File: config.mk
export PLATFORM = sky130hd
export DESIGN_NAME = vred_issue_seq_flat
export DESIGN_NICKNAME = d
export VERILOG_FILES = /design/src/rtl/vred_issue_if.sv /design/src/rtl/vred_issue_seq.sv /design/src/flat_wrapper.sv
export SDC_FILE = /design/constraint.sdc
export NUM_CORES = 1
export LEC_CHECK = 0
export CAP_MARGIN = 10
export CORE_MARGIN = 2
export CORE_UTILIZATION = 40
export CTS_CLUSTER_DIAMETER = 100
export DETAILED_ROUTE_END_ITERATION = 7
export DONT_BUFFER_PORTS = 1
export GPL_ROUTABILITY_DRIVEN = 0
export GPL_TIMING_DRIVEN = 1
export HOLD_SLACK_MARGIN = 0.1
export PLACE_DENSITY = 0.62
export SKIP_CTS_REPAIR_TIMING = 1
export SLEW_MARGIN = 20
export SYNTH_ARGS = -nofsm -noshare
export SYNTH_HDL_FRONTEND = slang
export SYNTH_SLANG_ARGS = --single-unit
File: constraint.sdc
create_clock -name clk -period 3.7 [get_ports clk]
set_input_delay 0.37 -clock clk [delete_from_list [all_inputs] [get_ports clk]]
set_output_delay 0.37 -clock clk [all_outputs]
set_load 0.1 [all_outputs]
File: src/rtl/vred_issue_if.sv
// Request / VRF read / reducer-stream bundle for the vector reduction issue sequencer.
// The slave modport is the sequencer side; master is the requester/VRF/reducer environment.
interface vred_issue_if #(
    parameter int DATA_WIDTH  = 64,
    parameter int ADDR_WIDTH  = 32,
    parameter int OPSEL_WIDTH = 5,
    parameter int SEW_WIDTH   = 2,
    parameter int VL_WIDTH    = 12
);
    logic                   req_valid;
    logic                   req_ready;
    logic [VL_WIDTH-1:0]    req_vl;
    logic [SEW_WIDTH-1:0]   req_sew;
    logic [OPSEL_WIDTH-1:0] req_opsel;
    logic [ADDR_WIDTH-1:0]  req_vs1_addr;
    logic [ADDR_WIDTH-1:0]  req_vs2_addr;
    logic [ADDR_WIDTH-1:0]  req_vd_addr;
    logic                   rd_en;
    logic [ADDR_WIDTH-1:0]  rd_addr;
    logic [DATA_WIDTH-1:0]  rd_data;
    logic [DATA_WIDTH-1:0]  red_vec0;
    logic [DATA_WIDTH-1:0]  red_vec1;
    logic                   red_valid;
    logic                   red_start;
    logic                   red_end;
    logic [OPSEL_WIDTH-1:0] red_opsel;
    logic [SEW_WIDTH-1:0]   red_sew;
    logic [ADDR_WIDTH-1:0]  red_addr;
    logic                   done;
    logic                   err;

    modport slave (
        input  req_valid, req_vl, req_sew, req_opsel, req_vs1_addr, req_vs2_addr, req_vd_addr, rd_data,
        output req_ready, rd_en, rd_addr, red_vec0, red_vec1, red_valid, red_start, red_end,
               red_opsel, red_sew, red_addr, done, err
    );

    modport master (
        output req_valid, req_vl, req_sew, req_opsel, req_vs1_addr, req_vs2_addr, req_vd_addr, rd_data,
        input  req_ready, rd_en, rd_addr, red_vec0, red_vec1, red_valid, red_start, red_end,
               red_opsel, red_sew, red_addr, done, err
    );
endinterface

File: src/rtl/vred_issue_seq.sv
// Issue sequencer for the vector reduction pipeline: reads vs1 then vs2 beats from the VRF and streams them.
// Optional macro VRED_ISSUE_TAIL_FILL_EN: replace elements past vl on the last beat with the op identity.
module vred_issue_seq #(
    parameter int DATA_WIDTH    = 64,
    parameter int ADDR_WIDTH    = 32,
    parameter int OPSEL_WIDTH   = 5,
    parameter int SEW_WIDTH     = 2,
    parameter int VL_WIDTH      = 12,
    parameter bit ENABLE_64_BIT = 1'b1
) (
    input  logic         clk,
    input  logic         rst,
    vred_issue_if.slave  bus
);
    typedef enum logic [1:0] {IDLE, RD_VS1, RD_VS2, DRAIN} state_t;

    state_t                 state_reg;
    logic [VL_WIDTH-1:0]    cnt_reg;
    logic [VL_WIDTH-1:0]    nbeats_reg;
    logic [ADDR_WIDTH-1:0]  vs2_addr_reg;
    logic                   req_ready_reg, rd_en_reg, done_reg, err_reg;
    logic [ADDR_WIDTH-1:0]  rd_addr_reg;
    // p1_* describe the read issued this cycle, p2_* the read whose data is on rd_data now
    logic                   p1_vs1_reg, p1_vs2_reg, p1_start_reg, p1_end_reg;
    logic                   p2_vs1_reg, p2_vs2_reg, p2_start_reg, p2_end_reg;
    logic [DATA_WIDTH-1:0]  red_vec0_reg, red_vec1_reg;
    logic                   red_valid_reg, red_start_reg, red_end_reg;
    logic [OPSEL_WIDTH-1:0] red_opsel_reg;
    logic [SEW_WIDTH-1:0]   red_sew_reg;
    logic [ADDR_WIDTH-1:0]  red_addr_reg;

    logic [2:0]             epb_m1;
    logic [VL_WIDTH:0]      vl_sum;
    logic [VL_WIDTH-1:0]    nbeats_calc;
    logic [DATA_WIDTH-1:0]  fill_vec;
    logic                   reject;

    assign epb_m1      = 3'd7 >> bus.req_sew;
    assign vl_sum      = {1'b0, bus.req_vl} + {{(VL_WIDTH-2){1'b0}}, epb_m1};
    assign nbeats_calc = VL_WIDTH'(vl_sum >> (2'd3 - bus.req_sew));
    assign reject      = !ENABLE_64_BIT && (bus.req_sew == 2'd3);

`ifdef VRED_ISSUE_TAIL_FILL_EN
    logic [2:0] live_reg;
    logic [2:0] byte_mask;
    logic       tail_fill;

    assign byte_mask = 3'((4'd1 << red_sew_reg) - 4'd1);
    assign tail_fill = p2_end_reg && (live_reg != 3'd0);

    // Byte gi belongs to lane gi>>sew; the lane's top byte carries the sign bit of min/max identities.
    genvar gi;
    for (gi = 0; gi < 8; gi++) begin : g_fill
        localparam logic [2:0] BI = 3'(gi);
        logic       is_top;
        logic       fill_en;
        logic [7:0] id_byte;
        assign is_top  = (BI & byte_mask) == byte_mask;
        assign fill_en = tail_fill && ((BI >> red_sew_reg) >= live_reg);
        assign id_byte = (red_opsel_reg == 5'd1 || red_opsel_reg == 5'd4) ? 8'hFF :
                         (red_opsel_reg == 5'd5) ? (is_top ? 8'h7F : 8'hFF) :
                         (red_opsel_reg == 5'd7) ? (is_top ? 8'h80 : 8'h00) : 8'h00;
        assign fill_vec[gi*8 +: 8] = fill_en ? id_byte : bus.rd_data[gi*8 +: 8];
    end
`else
    assign fill_vec = bus.rd_data;
`endif

    always_ff @(posedge clk) begin
        if (rst) begin
            state_reg     <= IDLE;
            cnt_reg       <= '0;
            nbeats_reg    <= '0;
            vs2_addr_reg  <= '0;
            req_ready_reg <= 1'b1;
            rd_en_reg     <= 1'b0;
            rd_addr_reg   <= '0;
            done_reg      <= 1'b0;
            err_reg       <= 1'b0;
            p1_vs1_reg    <= 1'b0;
            p1_vs2_reg    <= 1'b0;
            p1_start_reg  <= 1'b0;
            p1_end_reg    <= 1'b0;
            p2_vs1_reg    <= 1'b0;
            p2_vs2_reg    <= 1'b0;
            p2_start_reg  <= 1'b0;
            p2_end_reg    <= 1'b0;
            red_vec0_reg  <= '0;
            red_vec1_reg  <= '0;
            red_valid_reg <= 1'b0;
            red_start_reg <= 1'b0;
            red_end_reg   <= 1'b0;
            red_opsel_reg <= '0;
            red_sew_reg   <= '0;
            red_addr_reg  <= '0;
`ifdef VRED_ISSUE_TAIL_FILL_EN
            live_reg      <= '0;
`endif
        end else begin
            done_reg      <= 1'b0;
            err_reg       <= 1'b0;
            p2_vs1_reg    <= p1_vs1_reg;
            p2_vs2_reg    <= p1_vs2_reg;
            p2_start_reg  <= p1_start_reg;
            p2_end_reg    <= p1_end_reg;
            red_valid_reg <= p2_vs2_reg;
            red_vec0_reg  <= p2_vs2_reg ? fill_vec : '0;
            red_start_reg <= p2_vs2_reg && p2_start_reg;
            red_end_reg   <= p2_vs2_reg && p2_end_reg;
            if (p2_vs1_reg) red_vec1_reg <= bus.rd_data;

            case (state_reg)
                IDLE: begin
                    if (bus.req_valid && req_ready_reg) begin
                        red_opsel_reg <= bus.req_opsel;
                        red_sew_reg   <= bus.req_sew;
                        red_addr_reg  <= bus.req_vd_addr;
                        vs2_addr_reg  <= bus.req_vs2_addr;
                        nbeats_reg    <= nbeats_calc;
`ifdef VRED_ISSUE_TAIL_FILL_EN
                        live_reg      <= bus.req_vl[2:0] & epb_m1;
`endif
                        if (reject) begin
                            err_reg <= 1'b1;
                        end else if (bus.req_vl == '0) begin
                            state_reg     <= DRAIN;
                            done_reg      <= 1'b1;
                            req_ready_reg <= 1'b0;
                        end else begin
                            state_reg     <= RD_VS1;
                            req_ready_reg <= 1'b0;
                            rd_en_reg     <= 1'b1;
                            rd_addr_reg   <= bus.req_vs1_addr;
                            p1_vs1_reg    <= 1'b1;
                        end
                    end
                end
                RD_VS1: begin
                    p1_vs1_reg   <= 1'b0;
                    p1_vs2_reg   <= 1'b1;
                    p1_start_reg <= 1'b1;
                    p1_end_reg   <= (nbeats_reg == VL_WIDTH'(1));
                    rd_addr_reg  <= vs2_addr_reg;
                    cnt_reg      <= VL_WIDTH'(1);
                    state_reg    <= RD_VS2;
                end
                RD_VS2: begin
                    p1_start_reg <= 1'b0;
                    // cnt_reg is the index of the next beat to read
                    if (cnt_reg == nbeats_reg) begin
                        rd_en_reg  <= 1'b0;
                        p1_vs2_reg <= 1'b0;
                        p1_end_reg <= 1'b0;
                        state_reg  <= DRAIN;
                    end else begin
                        rd_addr_reg <= vs2_addr_reg + ADDR_WIDTH'(cnt_reg);
                        p1_end_reg  <= (cnt_reg == nbeats_reg - VL_WIDTH'(1));
                        cnt_reg     <= cnt_reg + VL_WIDTH'(1);
                    end
                end
                DRAIN: begin
                    if (done_reg) begin
                        state_reg     <= IDLE;
                        req_ready_reg <= 1'b1;
                    end else if (p2_vs2_reg && p2_end_reg) begin
                        done_reg <= 1'b1;
                    end
                end
                default: state_reg <= IDLE;
            endcase
        end
    end

    assign bus.req_ready = req_ready_reg;
    assign bus.rd_en     = rd_en_reg;
    assign bus.rd_addr   = rd_addr_reg;
    assign bus.red_vec0  = red_vec0_reg;
    assign bus.red_vec1  = red_vec1_reg;
    assign bus.red_valid = red_valid_reg;
    assign bus.red_start = red_start_reg;
    assign bus.red_end   = red_end_reg;
    assign bus.red_opsel = red_opsel_reg;
    assign bus.red_sew   = red_sew_reg;
    assign bus.red_addr  = red_addr_reg;
    assign bus.done      = done_reg;
    assign bus.err       = err_reg;
endmodule
File: src/flat_wrapper.sv
// flat-port wrapper written by rule: the top's interface ports become plain ports
module vred_issue_seq_flat 
#(
    parameter int DATA_WIDTH    = 64,
    parameter int ADDR_WIDTH    = 32,
    parameter int OPSEL_WIDTH   = 5,
    parameter int SEW_WIDTH     = 2,
    parameter int VL_WIDTH      = 12,
    parameter bit ENABLE_64_BIT = 1'b1
)
  (clk, rst, bus_req_valid, bus_req_vl, bus_req_sew, bus_req_opsel, bus_req_vs1_addr, bus_req_vs2_addr, bus_req_vd_addr, bus_rd_data, bus_req_ready, bus_rd_en, bus_rd_addr, bus_red_vec0, bus_red_vec1, bus_red_valid, bus_red_start, bus_red_end, bus_red_opsel, bus_red_sew, bus_red_addr, bus_done, bus_err);
  vred_issue_if #(.DATA_WIDTH(DATA_WIDTH), .ADDR_WIDTH(ADDR_WIDTH), .OPSEL_WIDTH(OPSEL_WIDTH), .SEW_WIDTH(SEW_WIDTH), .VL_WIDTH(VL_WIDTH)) bus_i ();
  input  logic clk;
  input  logic rst;
  input wire logic [$bits(bus_i.req_valid)-1:0] bus_req_valid;
  input wire logic [$bits(bus_i.req_vl)-1:0] bus_req_vl;
  input wire logic [$bits(bus_i.req_sew)-1:0] bus_req_sew;
  input wire logic [$bits(bus_i.req_opsel)-1:0] bus_req_opsel;
  input wire logic [$bits(bus_i.req_vs1_addr)-1:0] bus_req_vs1_addr;
  input wire logic [$bits(bus_i.req_vs2_addr)-1:0] bus_req_vs2_addr;
  input wire logic [$bits(bus_i.req_vd_addr)-1:0] bus_req_vd_addr;
  input wire logic [$bits(bus_i.rd_data)-1:0] bus_rd_data;
  output wire logic [$bits(bus_i.req_ready)-1:0] bus_req_ready;
  output wire logic [$bits(bus_i.rd_en)-1:0] bus_rd_en;
  output wire logic [$bits(bus_i.rd_addr)-1:0] bus_rd_addr;
  output wire logic [$bits(bus_i.red_vec0)-1:0] bus_red_vec0;
  output wire logic [$bits(bus_i.red_vec1)-1:0] bus_red_vec1;
  output wire logic [$bits(bus_i.red_valid)-1:0] bus_red_valid;
  output wire logic [$bits(bus_i.red_start)-1:0] bus_red_start;
  output wire logic [$bits(bus_i.red_end)-1:0] bus_red_end;
  output wire logic [$bits(bus_i.red_opsel)-1:0] bus_red_opsel;
  output wire logic [$bits(bus_i.red_sew)-1:0] bus_red_sew;
  output wire logic [$bits(bus_i.red_addr)-1:0] bus_red_addr;
  output wire logic [$bits(bus_i.done)-1:0] bus_done;
  output wire logic [$bits(bus_i.err)-1:0] bus_err;
  assign bus_i.req_valid = bus_req_valid;
  assign bus_i.req_vl = bus_req_vl;
  assign bus_i.req_sew = bus_req_sew;
  assign bus_i.req_opsel = bus_req_opsel;
  assign bus_i.req_vs1_addr = bus_req_vs1_addr;
  assign bus_i.req_vs2_addr = bus_req_vs2_addr;
  assign bus_i.req_vd_addr = bus_req_vd_addr;
  assign bus_i.rd_data = bus_rd_data;
  assign bus_req_ready = bus_i.req_ready;
  assign bus_rd_en = bus_i.rd_en;
  assign bus_rd_addr = bus_i.rd_addr;
  assign bus_red_vec0 = bus_i.red_vec0;
  assign bus_red_vec1 = bus_i.red_vec1;
  assign bus_red_valid = bus_i.red_valid;
  assign bus_red_start = bus_i.red_start;
  assign bus_red_end = bus_i.red_end;
  assign bus_red_opsel = bus_i.red_opsel;
  assign bus_red_sew = bus_i.red_sew;
  assign bus_red_addr = bus_i.red_addr;
  assign bus_done = bus_i.done;
  assign bus_err = bus_i.err;
  vred_issue_seq #(.DATA_WIDTH(DATA_WIDTH), .ADDR_WIDTH(ADDR_WIDTH), .OPSEL_WIDTH(OPSEL_WIDTH), .SEW_WIDTH(SEW_WIDTH), .VL_WIDTH(VL_WIDTH), .ENABLE_64_BIT(ENABLE_64_BIT)) u_core (.clk(clk), .rst(rst), .bus(bus_i));
endmodule
==> results of run 1 <==
-- area by class of cell --
type / instances / area share
Sequential cell: 271 / 0.363
Timing Repair Buffer: 173 / 0.118
Antenna cell: 1 / 0.000168
Multi-Input combinational cell: 1026 / 0.416
Clock inverter: 9 / 0.00813
Inverter: 21 / 0.00528
Clock buffer: 44 / 0.0564
Tap cell: 390 / 0.0327
-- worst max-delay path, delay by kind of cell, from the launching register on --
family	cells	cell delay [ns]
AO/OA/AOI/OAI	4	1.22
flip-flops	1	0.58
AND/OR/NAND/NOR	3	0.44
adder cells (fa/ha/maj)	1	0.40
-- worst max-delay path by stage --
stage               depth (start not counted)  slack (ns)                      to
floorplan                                  12        0.91   u_core.nbeats_reg[10]
global placement                            8         1.0  u_core.bus.rd_addr[20]
detailed placement                          8        0.99  u_core.bus.rd_addr[20]
CTS                                         8        0.98  u_core.bus.rd_addr[14]
global route                                8        0.74  u_core.bus.rd_addr[14]
finish                                      8        0.91  u_core.bus.rd_addr[20]
-- power by group --
group / switching (mW) / internal, mW / leakage, nW
logic: 1.86 / 1.08 / 2.81
registers: 2.83 / 3.38 / 2.21
clock network: 1.20 / 1.71 / 0.462
-- logic make-up (layout without fill, tap and decap cells) --
logic type,after synthesis,count (layout),share of synthesized area
AND/OR/NAND/NOR,581,581,0.229
multiplexers,77,77,0.0638
adder cells (fa/ha/maj),24,24,0.0260
XOR/XNOR,37,37,0.0273
AO/OA/AOI/OAI,306,306,0.163
flip-flops,271,271,0.447
other,1,2,0.000309
buffers and inverters,125,247,0.0433
-- per-layer routing --
| layer | routed length [um] | global-route usage |
|---|---|---|
| met1 | 15300 | 0.258 |
| met2 | 19100 | 0.381 |
| met3 | 3850 | 0.0782 |
| met4 | 903 | 0.0434 |
| met5 | 0 | 0 |
-- per-stage QoR --
stage	instance area (um2)	hold WS [ns]	util	setup WS [ns]	cells
finish	14900	0.0810	0.501	0.913	1935
global route	14900	0.103	0.501	0.743	1934
CTS	13300	-0.135	0.446	0.977	1775
detailed placement	12300	0.411	0.414	0.992	1722
global placement	12300	0.420	0.414	0.997	1722
floorplan	12100	0.406	-	0.908	1422
-- cells in the mapped netlist, drive strengths merged (5+ instances only) --
cell	count	area share
nor4	16	0.0082
a21oi	126	0.052
nor2	146	0.046
and2	69	0.036
nand4	11	0.0057
a2111oi	5	0.0052
mux2i	74	0.061
a221oi	8	0.0058
nand3	26	0.011
o21ai	46	0.019
and4	5	0.0036
dfxtp	271	0.45
and3	19	0.0098
buf	31	0.014
xor2	20	0.015
a211oi	31	0.020
inv	20	0.0062
a31oi	8	0.0041
xnor2	17	0.012
clkbuf	73	0.023
or3	16	0.0087
nand2	208	0.065
nand3b	5	0.0031
ha	22	0.023
o41ai	7	0.0051
a21o	10	0.0062
o211ai	13	0.0080
nor2b	16	0.0082
o21a	5	0.0031
nor3	24	0.010
==> impl_metrics.csv, run 1 <==
group,metric,value,unit
timing,rsz0062_at_grt,"no",
synth,synth_warnings,0,
power_and_ir_drop,power-per-cell-area,808,nW/um2
synth,yosys_register_bits,271,
timing,min_period,2.79,ns
power_and_ir_drop,ir_drop,470,uV
critical_path,critPathLaunchType,"register",
final_layout,layout_common_cells,"dfxtp_1 (270), nand2_1 (207), dlygate4sd3_1 (156)",
routing,dr.first_iter.drc_count,622,
clocking,clock_latency,0.56,ns
run_status,status,"complete, no violations",
synth,async_flop_share,0,
power_and_ir_drop,p_total,12.1,mW
critical_path,crit_chain,"ha_1, nand2_1, o21ai_0, a21oi_1, a21oi_1, and4b_1, a2111oi_0, nor4_1",
routing,ant_nets,0,
synth,syn_nets,1628,
placement,detailedPlacementHpwl,26700,um
timing,tightestPinTransition,1.15,ns
critical_path,r2r_slack,0.91,ns
hold_path,hold_class,"in -> reg",
synth,syn-cell-area,12100,um2
clocking,cts_tree,"built",
clocking,path_clk_slew,0.07,ns
critical_path,cp_slowest_cell,"dfxtp_1",
critical_path,worst_setup_path_end_kind,"register",
critical_path,crit_type,"reg -> reg",
floorplan,rows,63,
synth,ys.flop_type,"dfxtp_1",
grt,grt_pass1_wl,54000,um
synth,seq_area_frac_synth,0.447,
final_layout,drive_above_1_share,0.0563,
final_layout,fillerInstances,2723,
critical_path,r2r-end,"u_core.bus.rd_addr[20]",
clocking,cts.path.max_buffers,3,
floorplan,io_pins,388,
critical_path,arrival,3.20,ns
final_layout,final_nets,1728,
critical_path,slowest_delay,0.58,ns
synth,avgSynthCellArea,8.53,um2
timing,setup_tns,0,ns
grt,grt_pass1_vias,9106,
synth,syn-instance-count,1422,
grt,grtUsageTotal,0.218,
grt,antenna_found_initial,1,
timing,skew,0.0109,ns
timing,hold_viol,0,
floorplan,initial_core_util,0.407,
clocking,cts_made_buffers,29,
routing,drt-total-wl,39200,um
grt,grt_overflow,0,
timing,fmax,359,MHz
power_and_ir_drop,power_leakage,5.48,nW
hold_path,min_delay_path_depth,2,
clocking,htree_num_levels,1,
routing,num_vias,10700,
routing,drt-wirelength-per-cell,20.3,um
critical_path,worstReg2RegStart,"u_core.cnt_reg[8]",
timing,slew_headroom,0.229,
floorplan,die_area,31800,um2
timing,finalMaxSlewViolations,0,
final_layout,area_delta_synth_final,23.1,%
grt,grt_max_degree,188,
critical_path,r2r_cells,8,
routing,firstDrtPassIters,5,
floorplan,die_w,178,um
final_layout,final_common_cell,"dfxtp_1",
final_layout,multi_input_area,6210,um2
hold_path,hp-start,"bus_req_vs1_addr[11]",
hold_path,whs_endpoint,"u_core.bus.rd_addr[11]",
synth,ys_types,83,
critical_path,cp-startpoint,"u_core.cnt_reg[8]",
clocking,clock_sinks,271,
critical_path,crit_top_cell,"a21oi_1",
routing,drc,0,
critical_path,worstPathMaxFanout,9,
final_layout,seq_area,5430,um2
timing,fin_crit_sh,0.753,
critical_path,cp.required,4.11,ns
floorplan,die_h,178,um
routing,vias_per_cell,5.54,
clocking,cts_root_buffer,"clkbuf_16",
synth,synth_edf_count,0,
placement,io_buffers,0,
timing,setup_viol,0,
run,maxCapViolCount,0,
floorplan,core-area,29800,um2
No activity file was read; power rests on OpenSTA's default activity.
==> inputs of run 2 (changes only) <==
PLACE_DENSITY = 0.64   (was 0.62)
clock period = 2.5 ns   (was 3.7 ns; I/O delays follow)
==> run 2 against run 1 <==
  * The flow now finishes with violations (hold timing)
  * Via count increased by 11%
  * Critical endpoint is now u_core.bus.rd_addr[31]
  * Clock skew grew 0.021 ns
  * Worst setup slack got worse by 0.90 ns
  * Routed wire length grew 9.4%
  * Cell count grew 13%
==> impl_metrics.csv, run 2 (same netlist as run 1, synthesis figures left out) <==
group,metric,value,unit
routing,dr.first_iter.drc_count,766,
floorplan,initial_core_util,0.407,
critical_path,arrival,2.92,ns
clocking,cts_root_buffer,"clkbuf_16",
clocking,path_clk_slew,0.06,ns
clocking,clock_sinks,271,
power_and_ir_drop,switching_share,0.480,
critical_path,worst_setup_path_end_kind,"register",
critical_path,r2r_cells,9,
grt,grtUsageTotal,0.225,
power_and_ir_drop,power_leakage,6.96,nW
timing,fin_hold_ws,-0.186,ns
final_layout,finish.utilization,0.574,
clocking,cts.path.max_buffers,3,
routing,drc,0,
placement,dp_cells,1853,
power_and_ir_drop,power.switching,9.07,mW
final_layout,final_nets,1971,
routing,firstDrtPassIters,5,
grt,antenna_found_initial,7,
final_layout,multi_input_area,6380,um2
final_layout,fin_cells,2180,
timing,finalMaxSlewViolations,0,
power_and_ir_drop,power_frac_comb,0.436,
placement,io_buffers,0,
grt,grt_pass1_vias,9791,
final_layout,area_delta_synth_final,40.9,%
final_layout,layout_common_cells,"dfxtp_1 (266), dlygate4sd3_1 (260), nand2_1 (207)",
critical_path,crit_type,"reg -> reg",
final_layout,stdcell_area,17100,um2
timing,min_period,2.49,ns
routing,vias_per_cell,5.45,
run_status,violations,"hold timing",
power_and_ir_drop,p_total,18.9,mW
timing,hold_viol,44,
floorplan,die_area,31800,um2
critical_path,r2r_slack,0.009,ns
hold_path,min_delay_path_depth,1,
power_and_ir_drop,ir_drop,1130,uV
final_layout,seq_area,5440,um2
grt,grt_max_degree,188,
timing,fmax,401,MHz
floorplan,core-area,29800,um2
power_and_ir_drop,p_seq_frac,0.347,
clocking,cts_tree,"built",
grt,grt_overflow,0,
critical_path,cp.required,2.93,ns
hold_path,hold_class,"in -> reg",
placement,dpl_cell_area,13400,um2
critical_path,worstPathMaxFanout,4,
clocking,clock_latency,0.57,ns
routing,ant_nets,0,
power_and_ir_drop,clkPwrFrac,0.217,
grt,grt_pass1_wl,56100,um
run,maxCapViolCount,0,
power_and_ir_drop,p_int,9.82,mW
floorplan,die_h,178,um
clocking,cts_made_buffers,29,
floorplan,die_w,178,um
placement,detailedPlacementHpwl,28000,um
timing,fin_crit_sh,0.997,
run_status,status,"complete, but fails checks",
timing,skew,0.0319,ns
timing,rsz0062_at_grt,"yes",
floorplan,io_pins,388,
timing,tightestPinTransition,1.01,ns
timing,setup_viol,0,
critical_path,critPathLaunchType,"register",
power_and_ir_drop,power-per-cell-area,1110,nW/um2
floorplan,rows,63,
routing,drt-total-wl,42900,um
routing,drt-wirelength-per-cell,19.7,um
final_layout,fillerInstances,2498,
routing,num_vias,11900,
timing,slew_headroom,0.326,
final_layout,final_common_cell,"dfxtp_1",
final_layout,drive_above_1_share,0.142,
clocking,htree_num_levels,1,
## run 2: cell count changes in the layout (fill, tap and decap cells not counted), moves of 5 or more
cell           previous run  this run
a211oi_2                  2         7
buf_4                    12       149
clkbuf_8                  6         1
diode_2                   1         6
a211oi_1                 29        24
dlygate4sd3_1           156       260
## run 2: final timing paths
kind,startpoint,endpoint
max reg2reg,u_core.vs2_addr_reg[3],u_core.bus.rd_addr[31]
max,u_core.vs2_addr_reg[3],u_core.bus.rd_addr[31]
min,rst,u_core.nbeats_reg[5]
min reg2reg,u_core.p2_start_reg,u_core.bus.red_start
## run 2: final cells by class
type / instances / area share
antenna: 6 / 0.000878
clock buffer: 38 / 0.0450
clock inverter: 12 / 0.00637
inverter: 21 / 0.00461
multi-input combinational: 1027 / 0.373
sequential: 271 / 0.318
tap: 390 / 0.0285
timing repair buffer: 415 / 0.224
## run 2: worst max-delay path, stage by stage (launching register included)
cell and delay (ns):
dfxtp_1 0.34, ha_1 0.34, o21ai_1 0.10, o21a_2 0.23, or3_1 0.44, a21oi_1 0.18, buf_4 0.15, a21oi_1 0.06
a211oi_1 0.41, nor4_1 0.10
## run 2: per-stage QoR
step | setup TNS [ns] | setup WS (ns) | hold slack [ns]
floorplan | 0 | 0.0101 | 0.372
global placement | -0.0672 | -0.0672 | 0.340
detailed placement | -0.199 | -0.0861 | 0.341
CTS | -0.197 | -0.0865 | -0.246
global route | -1.43 | -0.116 | -0.224
finish | 0 | 0.00872 | -0.186
## run 2: power groups by stage
stage / Combinational [mW] / Clock, mW / Sequential, mW
floorplan: 3.15 / 0 / 8.96
global placement: 7.32 / 0 / 6.60
detailed placement: 7.40 / 0 / 6.62
CTS: 7.42 / 4.16 / 6.54
global route: 8.71 / 4.33 / 6.63
finish: 8.23 / 4.10 / 6.56
## run 2: metal layers
layer  vias up  GRT usage  share of wire
li1       5643          -              -
met1      5582      0.273           0.39
met2       579      0.387           0.49
met3        68     0.0671          0.099
met4         4     0.0610          0.023
met5         -          0        0.00061
